File: src/rtl/exp_scheduler.sv
// Round-robin scheduler sharing one pipelined exponent datapath among NREQ requesters.
// A {valid, index} tag pipeline rides alongside the datapath to route results back.
module exp_scheduler #(
  parameter int unsigned NREQ = 4,
  parameter int unsigned W    = 64,
  parameter int unsigned LAT  = 4
) (
  input  logic                clk,
  input  logic                rst_n,
  input  logic [NREQ-1:0]     req,
  input  logic [NREQ*W-1:0]   req_x,
  output logic [NREQ-1:0]     gnt,
  output logic                exp_vld,
  output logic [W-1:0]        exp_x,
  input  logic [W-1:0]        exp_y,
  output logic [NREQ-1:0]     rsp_valid,
  output logic [W-1:0]        rsp_data,
  output logic [NREQ-1:0]     pending,
  output logic                idle
);

  localparam int unsigned IW = (NREQ > 1) ? $clog2(NREQ) : 1;

  logic [IW-1:0]          ptr_q, ptr_d;
  logic [NREQ-1:0]        pending_q, pending_d;
  logic                   exp_vld_q, exp_vld_d;
  logic [W-1:0]           exp_x_q, exp_x_d;
  logic [IW-1:0]          iss_idx_q, iss_idx_d;
  logic [LAT-1:0]         tag_vld_q, tag_vld_d;
  logic [LAT-1:0][IW-1:0] tag_idx_q, tag_idx_d;
  logic [NREQ-1:0]        rsp_valid_q, rsp_valid_d;
  logic [W-1:0]           rsp_data_q, rsp_data_d;

  logic [NREQ-1:0]        eligible;
  logic [IW:0]            cand;
  logic                   gnt_any;
  logic [IW-1:0]          gnt_idx;
  logic                   tag_exit;
  logic [IW-1:0]          exit_idx;

  // Round-robin search from ptr for the first requester without an outstanding op
  always_comb begin
    eligible = req & ~pending_q;
    cand     = '0;
    gnt_any  = 1'b0;
    gnt_idx  = '0;
    for (int unsigned k = 0; k < NREQ; k++) begin
      cand = {1'b0, ptr_q} + (IW+1)'(k);
      if (cand >= (IW+1)'(NREQ)) begin
        cand = cand - (IW+1)'(NREQ);
      end
      if (!gnt_any && eligible[cand[IW-1:0]]) begin
        gnt_any = 1'b1;
        gnt_idx = cand[IW-1:0];
      end
    end
    // Grant is suppressed combinationally while reset is asserted
    if (!rst_n) begin
      gnt_any = 1'b0;
    end
    gnt = gnt_any ? (NREQ'(1) << gnt_idx) : '0;
  end

  // Issue, tag shift, response capture and pending bookkeeping
  always_comb begin
    ptr_d       = ptr_q;
    pending_d   = pending_q;
    exp_vld_d   = gnt_any;
    exp_x_d     = exp_x_q;
    iss_idx_d   = iss_idx_q;
    tag_vld_d   = '0;
    tag_idx_d   = '0;
    rsp_valid_d = '0;
    rsp_data_d  = rsp_data_q;

    // Tag enters alongside exp_vld so that it leaves the last stage with exp_y
    tag_vld_d[0] = exp_vld_q;
    tag_idx_d[0] = iss_idx_q;
    for (int unsigned k = 1; k < LAT; k++) begin
      tag_vld_d[k] = tag_vld_q[k-1];
      tag_idx_d[k] = tag_idx_q[k-1];
    end

    tag_exit = tag_vld_q[LAT-1];
    exit_idx = tag_idx_q[LAT-1];

    if (tag_exit) begin
      rsp_valid_d = NREQ'(1) << exit_idx;
      rsp_data_d  = exp_y;
      pending_d   = pending_d & ~(NREQ'(1) << exit_idx);
    end

    if (gnt_any) begin
      exp_x_d   = req_x[32'(gnt_idx) * W +: W];
      iss_idx_d = gnt_idx;
      pending_d = pending_d | (NREQ'(1) << gnt_idx);
      ptr_d     = (gnt_idx == IW'(NREQ - 1)) ? '0 : gnt_idx + IW'(1);
    end
  end

  // State registers with synchronous active-low reset
  always_ff @(posedge clk) begin
    if (!rst_n) begin
      ptr_q       <= '0;
      pending_q   <= '0;
      exp_vld_q   <= 1'b0;
      exp_x_q     <= '0;
      iss_idx_q   <= '0;
      tag_vld_q   <= '0;
      tag_idx_q   <= '0;
      rsp_valid_q <= '0;
      rsp_data_q  <= '0;
    end else begin
      ptr_q       <= ptr_d;
      pending_q   <= pending_d;
      exp_vld_q   <= exp_vld_d;
      exp_x_q     <= exp_x_d;
      iss_idx_q   <= iss_idx_d;
      tag_vld_q   <= tag_vld_d;
      tag_idx_q   <= tag_idx_d;
      rsp_valid_q <= rsp_valid_d;
      rsp_data_q  <= rsp_data_d;
    end
  end

  assign exp_vld   = exp_vld_q;
  assign exp_x     = exp_x_q;
  assign rsp_valid = rsp_valid_q;
  assign rsp_data  = rsp_data_q;
  assign pending   = pending_q;
  // Idle when nothing is outstanding and nothing is travelling down the tag pipe
  assign idle      = ~|pending_q & ~|tag_vld_q & ~exp_vld_q;

endmodule
File: config.mk
export PLATFORM = sky130hd
export DESIGN_NAME = exp_scheduler
export DESIGN_NICKNAME = d
export VERILOG_FILES = /design/src/rtl/exp_scheduler.sv
export SDC_FILE = /design/constraint.sdc
export NUM_CORES = 1
export LEC_CHECK = 0
export BUFFER_PORTS_ARGS = -buffer_cell sky130_fd_sc_hd__clkbuf_2
export CAP_MARGIN = 10
export CORE_AREA = 2 2 183 185
export CTS_CLUSTER_DIAMETER = 80
export DETAILED_ROUTE_END_ITERATION = 8
export DIE_AREA = 0 0 185 187
export MAX_ROUTING_LAYER = met4
export SKIP_CTS_REPAIR_TIMING = 1
export SYNTH_ARGS = -nofsm -noshare
export SYNTH_HDL_FRONTEND = slang
export SYNTH_SLANG_ARGS = --single-unit
export TNS_END_PERCENT = 50
File: constraint.sdc
create_clock -name clk -period 3.1 [get_ports clk]
set_input_delay 0.31 -clock clk [delete_from_list [all_inputs] [get_ports clk]]
set_output_delay 0.31 -clock clk [all_outputs]
set_load 0.005 [all_outputs]
==> run_results.csv <==
group,metric,value,unit
run_status,outcome,"complete, no violations",
cells_and_area,nFillCells,3515,
cells_and_area,drive_gt1_share,46.8,%
cells_and_area,layout_common_cells,"clkbuf_2 (468), mux2i_1 (192), dfxtp_1 (152)",
timing,tightest_slew,763,ps
die,boundaryPins,468,
placement,io_buffers,467,
timing,fmax,371,MHz
timing,min_period,2690,ps
logic_synthesis,synth_area_leaders,"dfxtp_1 (45%), mux2i_1 (28%), o221ai_1 (8.3%)",
drt,drt-pass1-iter-count,5,
worst_setup_path,end_kind,"primary output",
placement,dpl_cell_area,0.00955,sq mm
cts,clockBufferDepth,2,
cells_and_area,regArea,0.00307,sq mm
cells_and_area,fin_nets,1438,
global_routing,grt.overflow.total,0,
placement,dp_hpwl,20.6,mm
worst_setup_path,cp_max_fo,25,
placement,dp_cells,1540,
logic_synthesis,avgSynthCellArea,10.2,sq um
power,power,7970,uW
logic_synthesis,synth_top_cell_by_area,"dfxtp_1",
global_routing,antenna_found_initial,2,
cts,cts_root_buf,"clkbuf_16",
cells_and_area,multi_input_area,0.00340,sq mm
drt,drt_iter0_markers,259,
global_routing,grt_pass1_wl,38.5,mm
drt,drcViolationCount,0,
timing,report.final.slew_viol_count,0,
worst_hold_path,min_path_type,"in -> reg",
global_routing,grt_max_degree,69,
timing,max_slew_margin,48.9,%
drt,dr_total_vias,6795,
logic_synthesis,synth_cell_types,40,
worst_setup_path,cp.required,2790,ps
global_routing,grt_pass1_vias,6741,
die,start_util,20.6,%
logic_synthesis,ys.flop_type,"dfxtp_1",
die,fp.dieW,185,um
cts,clk_pin_slew,70,ps
power,p_per_area,783,mW/mm^2
timing,post-route-period-util,86.9,%
logic_synthesis,synthCells,662,
die,die_h,187,um
logic_synthesis,syn_nets,988,
die,rows,67,
cells_and_area,syn_to_final_growth,50.2,%
timing,hold_viol,0,
drt,wl,26.5,mm
drt,vias_per_cell,4.31,
power,vdd_ir_drop_max,0.000387,V
cells_and_area,final_common_cell,"clkbuf_2",
logic_synthesis,synth-seq-area-share,45.2,%
power,leakage,0.00508,uW
cells_and_area,final_cells,1575,
logic_synthesis,synth-async-reset-ratio,0,%
die,die-area,0.0346,sq mm
die,core_area,0.0329,sq mm
timing,grt_setup_unrepaired,"false",
worst_setup_path,critPathLaunchType,"flop",
logic_synthesis,synth_edf_count,0,
drt,antenna_left,0,
cts,cts_tree,"yes",
timing,tns,0,ps
logic_synthesis,ys_warn_count,0,
job,cap_violations,0,
logic_synthesis,synthesis.area,0.00677,sq mm
logic_synthesis,synth-seq-cells,153,
cells_and_area,fin_area,0.0102,sq mm
timing,whs,102,ps
logic_synthesis,synth_top_area_share,45.2,%
drt,wl_per_cell,16.8,um
cts,cts_max_level,4,
timing,fin_skew,11.9,ps
placement,place_congestion,0.796,
cts,insertion_delay,440,ps
timing,finalSetupViolations,0,
worst_setup_path,path_class,"reg -> out",
worst_setup_path,cp.arrival,2380,ps
cts,cts_sinks,153,
cts,numCtsBuffers,17,
global_routing,grt_use_total,15.4,%
registers in the layout, indices dropped and copies added, names as in the netlist:
signal / flops
exp_x: 64
rsp_data: 64
tag_idx_d: 6
pending: 4
rsp_valid: 4
tag_vld_q: 4
exit_idx: 2
iss_idx_q: 2
ptr_q: 2
exp_vld: 1
cell type report:
class / instances / area share [%]
Clock buffer: 17 / 4.18
Inverter: 5 / 0.185
Antenna cell: 2 / 0.0492
Sequential cell: 153 / 30.2
Clock inverter: 15 / 1.78
Tap cell: 448 / 5.51
Multi-Input combinational cell: 451 / 33.4
Timing Repair Buffer: 484 / 24.7
routing by layer:
| layer | GRT usage (%) | vias to the layer above | wire (um) |
|---|---|---|---|
| li1 | - | 3315 | - |
| met1 | 17.7 | 3121 | 11200 |
| met2 | 25.3 | 335 | 12700 |
| met3 | 4.46 | 24 | 2110 |
| met4 | 5.56 | 0 | 529 |
| met5 | - | - | 0 |
per-stage QoR:
step                worst slack (ps)  utilization (%)
finish                           405             30.9
global route                     303             30.9
CTS                              247             30.9
detailed placement               546             29.1
global placement                 508             29.1
floorplan                       1270                -
critical path: stages, from the launching register on:
cell and delay, ps:
dfxtp_1 350, or3b_1 410, o21ai_1 140, o32a_4 340
buf_12 250, buf_4 240, nor2_1 70, clkbuf_2 130
logic make-up (layout without fill, tap and decap cells):
kind of cell           count (synthesis)  in the layout  synth area share (%)
other                                  0              2                     0
multiplexers                         192            192                  28.4
AND/OR/NAND/NOR                      176            176                  11.3
flip-flops                           153            153                  45.2
XOR/XNOR                               1              1                 0.129
buffers and inverters                 58            521                  4.84
AO/OA/AOI/OAI                         82             82                  10.1
Yosys cell counts (2+ instances only):
cell / n
nand2_1: 66
nand2b_1: 3
clkbuf_1: 24
buf_2: 10
nor2_1: 73
nand3_1: 8
nor2b_2: 2
a21oi_1: 4
and2_1: 13
mux2i_1: 192
buf_8: 5
dfxtp_1: 153
o221ai_1: 64
buf_4: 3
clkbuf_4: 4
buf_6: 2
nor4_1: 4
buf_1: 5
o21ai_0: 3
inv_1: 4
report_power, final:
part | total, uW | switching (uW) | leakage, uW | internal (uW)
Sequential | 2720 | 293 | 0.00125 | 2430
Clock | 2210 | 987 | 0.000293 | 1220
Combinational | 3030 | 1580 | 0.00354 | 1460
final timing paths:
kind	slack [ps]	start	endpoint	cells after the start
min	100	exp_y[59]	rsp_data[59]	3
max	410	ptr_q[0]	gnt[1]	7
max reg2reg	690	ptr_q[0]	exp_x[41]	7
min reg2reg	430	tag_idx_d[6]	exit_idx[0]	1
Power figures use the tool's default switching activity.
